==> src/rtl/gray_bcd_counter.sv <==
// Multi-digit BCD up/down counter with Gray-BCD digit outputs.
// Provides clear, parallel load, terminal count and a wrap pulse for cascading.
module gray_bcd_counter #(
  parameter int DIGITS = 2
) (
  input  logic                  clk,
  input  logic                  rst,
  input  logic                  clr,
  input  logic                  load,
  input  logic [4*DIGITS-1:0]   load_val,
  input  logic                  en,
  input  logic                  up,
  input  logic                  step,
  output logic [4*DIGITS-1:0]   bcd,
  output logic [4*DIGITS-1:0]   gray,
  output logic                  tc,
  output logic                  wrap,
  output logic                  err
);

  localparam int W = 4 * DIGITS;

  logic [W-1:0] r_bcd;
  logic         r_step_q;
  logic         r_wrap;
  logic         r_err;

  logic         w_rise;
  logic         w_count;
  logic [W-1:0] w_inc;
  logic [W-1:0] w_dec;
  logic [W-1:0] w_ld;
  logic         w_ld_bad;
  logic         w_all9;
  logic         w_all0;
  logic         w_cy_up;
  logic         w_cy_dn;
  logic [3:0]   w_d;
  logic [3:0]   w_ldd;
  logic [W-1:0] w_gray;

  // Gray-BCD code for one decade digit; adjacent values differ in one bit.
  function automatic logic [3:0] f_gray(input logic [3:0] v);
    logic [3:0] g;
    case (v)
      4'd0:    g = 4'b0000;
      4'd1:    g = 4'b0001;
      4'd2:    g = 4'b0011;
      4'd3:    g = 4'b0010;
      4'd4:    g = 4'b0110;
      4'd5:    g = 4'b0111;
      4'd6:    g = 4'b0101;
      4'd7:    g = 4'b0100;
      4'd8:    g = 4'b1100;
      4'd9:    g = 4'b1000;
      default: g = 4'b0000;
    endcase
    return g;
  endfunction

  assign w_rise  = step & ~r_step_q;
  assign w_count = en & w_rise;

  // Next-count candidates: ripple carry (up) and borrow (down) across digits.
  always_comb begin
    w_inc   = r_bcd;
    w_dec   = r_bcd;
    w_cy_up = 1'b1;
    w_cy_dn = 1'b1;
    w_all9  = 1'b1;
    w_all0  = 1'b1;
    w_d     = 4'd0;
    for (int i = 0; i < DIGITS; i++) begin
      w_d = r_bcd[4*i +: 4];
      if (w_d != 4'd9)
        w_all9 = 1'b0;
      if (w_d != 4'd0)
        w_all0 = 1'b0;
      if (w_cy_up) begin
        if (w_d == 4'd9) begin
          w_inc[4*i +: 4] = 4'd0;
        end else begin
          w_inc[4*i +: 4] = w_d + 4'd1;
          w_cy_up = 1'b0;
        end
      end
      if (w_cy_dn) begin
        if (w_d == 4'd0) begin
          w_dec[4*i +: 4] = 4'd9;
        end else begin
          w_dec[4*i +: 4] = w_d - 4'd1;
          w_cy_dn = 1'b0;
        end
      end
    end
  end

  // Load value sanitising: any non-decimal digit becomes 0 and flags an error.
  always_comb begin
    w_ld     = '0;
    w_ld_bad = 1'b0;
    w_ldd    = 4'd0;
    for (int i = 0; i < DIGITS; i++) begin
      w_ldd = load_val[4*i +: 4];
      if (w_ldd > 4'd9) begin
        w_ld[4*i +: 4] = 4'd0;
        w_ld_bad = 1'b1;
      end else begin
        w_ld[4*i +: 4] = w_ldd;
      end
    end
  end

  // Gray outputs are a pure function of the count register.
  always_comb begin
    w_gray = '0;
    for (int i = 0; i < DIGITS; i++)
      w_gray[4*i +: 4] = f_gray(r_bcd[4*i +: 4]);
  end

  // Count state update with priority rst > clr > load > count.
  always_ff @(posedge clk) begin
    if (rst) begin
      r_bcd    <= '0;
      r_step_q <= 1'b1;
      r_wrap   <= 1'b0;
      r_err    <= 1'b0;
    end else begin
      r_step_q <= step;
      r_wrap   <= 1'b0;
      if (clr) begin
        r_bcd <= '0;
        r_err <= 1'b0;
      end else if (load) begin
        r_bcd <= w_ld;
        if (w_ld_bad)
          r_err <= 1'b1;
      end else if (w_count) begin
        if (up) begin
          r_bcd  <= w_inc;
          r_wrap <= w_all9;
        end else begin
          r_bcd  <= w_dec;
          r_wrap <= w_all0;
        end
      end
    end
  end

  assign bcd  = r_bcd;
  assign gray = w_gray;
  assign tc   = up ? w_all9 : w_all0;
  assign wrap = r_wrap;
  assign err  = r_err;

endmodule
==> config.mk <==
export PLATFORM = sky130hd
export DESIGN_NAME = gray_bcd_counter
export DESIGN_NICKNAME = d
export VERILOG_FILES = /design/src/rtl/gray_bcd_counter.sv
export SDC_FILE = /design/constraint.sdc
export NUM_CORES = 1
export LEC_CHECK = 0
export BUFFER_PORTS_ARGS = -buffer_cell sky130_fd_sc_hd__clkbuf_2
export CORE_AREA = 2 2 54 56
export DETAILED_ROUTE_END_ITERATION = 10
export DIE_AREA = 0 0 56 58
export GPL_ROUTABILITY_DRIVEN = 1
export PLACE_DENSITY = 0.84
export SETUP_SLACK_MARGIN = 0.2
export SYNTH_ARGS = -nofsm -noshare
export SYNTH_HDL_FRONTEND = slang
export SYNTH_SLANG_ARGS = --single-unit
export TNS_END_PERCENT = 20
==> constraint.sdc <==
create_clock -name clk -period 5.4 [get_ports clk]
set_input_delay 0.27 -clock clk [delete_from_list [all_inputs] [get_ports clk]]
set_output_delay 0.27 -clock clk [all_outputs]
set_load 0.02 [all_outputs]
==> flow_summary.toml <==
[run_status]
status = "finished, final reports clean"

[placement]
post-place-cells = 209
numPortBuffers = 33
dp_slack_ns = 3.125
place_hpwl_um = 2115
place_area_sq_mm = 0.001408
gp_congestion = 0.8611

[critical_path]
critPathRequiredTime_ns = 5.60
crit_start = "bcd[0]"
crit_type = "reg2reg"
cp_max_fo = 15
start_kind = "flop"
worstSetupEndpointType = "flop"
critPathArrivalTime_ns = 2.53
rr_startpoint = "bcd[0]"

[clock_network]
clk_pin_slew_ns = 0.10
numCtsBuffers = 3
cts_hold_buffers = 0
post_cts_buffers = 0
cts_root_buf = "clkbuf_4"
cts.sinks = 19
cts_resized = 0
ctsHtreeMaxLevel = 1
clockBufferDepth = 2
cts_tree = "yes"
clk_latency_ns = 0.30

[global_routing]
grt_pass1_wl_um = 4954
grt_max_degree = 19
antenna_found_initial = 0
grt_pass1_vias = 1134
grt-ovfl-total = 0
grt_usage_pct = 19.00

[floorplan]
coreArea_sq_mm = 0.002663
fp.dieH_um = 58
ioPinCount = 34
die_w_um = 56
num_rows = 19
die_area_sq_mm = 0.003248
initial_core_util_pct = 47.23

[finish]
layout.cells.non_filler = 213
finalNetCount = 201
stdcell_area_sq_mm = 0.001434
drive_above_1_share_pct = 25.82
syn2layout_area_growth_pct = 14.03
antenna_cells = 0

[pwr]
power_density_mw_per_mm2 = 199.1
ir_drop_mv = 0.2047
p_leak_nw = 0.5987
p_total_mw = 0.2855

[logic_synthesis]
syn_inst = 156
synth_edf_count = 0
synth_ff_type = "dfxtp_1"
ys_ff_latch = 19
yosysWarnings = 0
syn_nets = 174
synthesis.area_sq_mm = 0.001257
synth_cell_types = 51
yosysTopAreaCellShare_pct = 30.25
synth.avg_cell_area_sq_um = 8.061
synthTopCellsByArea = "dfxtp_1, nor2_1, o21ai_0, nand2_1, ha_1"
synth.yosys.seq_area_share_pct = 30.25
async_flop_share_pct = 0
synth_top_area_cell = "dfxtp_1"

[hold_path]
hold_class = "in2reg"
hp-start = "rst"

[flow_run]
cap_violations = 0

[sta]
period_needed_ns = 2.329
relSlewSlack_pct = 59.10
slew_violations = 0
fmax_mhz = 429.4
setup_violations = 0
finalHoldViolations = 0
rsz0062_at_grt = "false"
finalCritPeriodShare_pct = 43.12
worst_slack_ns = 3.071
finalSetupTns_ns = 0
worstMarginPinSlew_ns = 0.6083
fin_skew_ns = 0.0006734

[routing]
dr.pass1.iters = 4
drc_errors = 0
avgRoutedWirePerCell_um = 14.01
drt_iter0_drc = 37
wirelength_um = 2984
vias = 1247
ant_nets = 0
routed_via_density = 5.854
-- worst paths after layout --
| kind | end | slack, ns | cells after the start |
|---|---|---|---|
| min reg2reg | err | 0.49 | 2 |
| max reg2reg | gray[5] | 3.07 | 6 |
| min | r_step_q | 0.17 | 2 |
| max | gray[5] | 3.07 | 6 |
-- synthesized netlist by cell type (all sizes together) (2+ instances only) --
cell / instances
and3b: 3
buf: 6
a21o: 2
nor4: 6
ha: 3
or3: 2
a21boi: 2
a21oi: 3
o31ai: 4
nor2b: 2
or2: 2
o21ai: 12
nor3b: 2
xnor2: 3
a31oi: 5
inv: 9
nor2: 17
nand3b: 2
nand2: 11
nand3: 5
nor3: 7
dfxtp: 19
nand2b: 2
clkbuf: 5
-- registers in the layout (all words and copies together), names as in the netlist --
| signal | cells |
|---|---|
| wrap | 1 |
| r_step_q | 1 |
| err | 1 |
| gray | 8 |
| bcd | 8 |
-- routing by layer --
layer	up-vias	GRT usage, %	wire, um
met2	55	29.92	1362
li1	623	-	-
met1	563	25.84	1378
met5	-	0	0
met4	0	9.864	53
met3	6	2.232	190
-- where the power goes --
group	internal, mW	total, mW	switching [mW]
registers	0.145	0.152	0.00657
logic	0.0246	0.0613	0.0366
clock network	0.0288	0.0724	0.0436
-- cell usage in the layout (no fill, tap or decap), drive strengths merged, types with 2 or more instances in the layout --
| cell type | n |
|---|---|
| o21ai | 12 |
| nand3b | 2 |
| inv | 9 |
| nand3 | 5 |
| a21oi | 3 |
| xnor2 | 3 |
| nand2 | 11 |
| nor2b | 2 |
| o31ai | 4 |
| or2 | 2 |
| nor3 | 7 |
| or3 | 2 |
| a21o | 2 |
| a31oi | 5 |
| nand2b | 2 |
| dfxtp | 19 |
| nor2 | 17 |
| clkbuf | 37 |
| nor3b | 2 |
| a21boi | 2 |
| nor4 | 6 |
| and3b | 3 |
| ha | 3 |
-- final cells by class --
| type | count | area (sq um) |
|---|---|---|
| fill | 248 | 1229 |
| inverter | 10 | 37.54 |
| clock buffer | 4 | 26.28 |
| sequential | 19 | 380.4 |
| multi-input combinational | 116 | 785.8 |
| timing repair buffer | 33 | 165.2 |
| tap | 31 | 38.79 |
-- logic make-up after synthesis --
logic type / after synthesis / synth area share, %
adder cells (fa/ha/maj): 3 / 2.985
flip-flops: 19 / 30.25
AO/OA/AOI/OAI: 43 / 26.87
XOR/XNOR: 3 / 2.090
AND/OR/NAND/NOR: 65 / 27.56
buffers and inverters: 21 / 7.263
multiplexers: 2 / 2.985
-- metrics by stage --
step / hold WS [ns] / utilization, %
2_1_floorplan: 0.3738 / -
3_3_place_gp: 0.4637 / 52.87
3_5_place_dp: 0.4660 / 52.87
4_1_cts: 0.1760 / 53.85
5_1_grt: 0.1904 / 53.85
6_report: 0.1723 / 53.85
-- critical path, stage by stage, from the launching register on --
cell and delay [ns]:
dfxtp_1 0.64, nand3_1 0.25, a2111oi_4 0.54, a21boi_1 0.14, o31ai_2 0.33, nand2_1 0.16
nor3b_1 0.17
(Power assumes the default switching activity.)
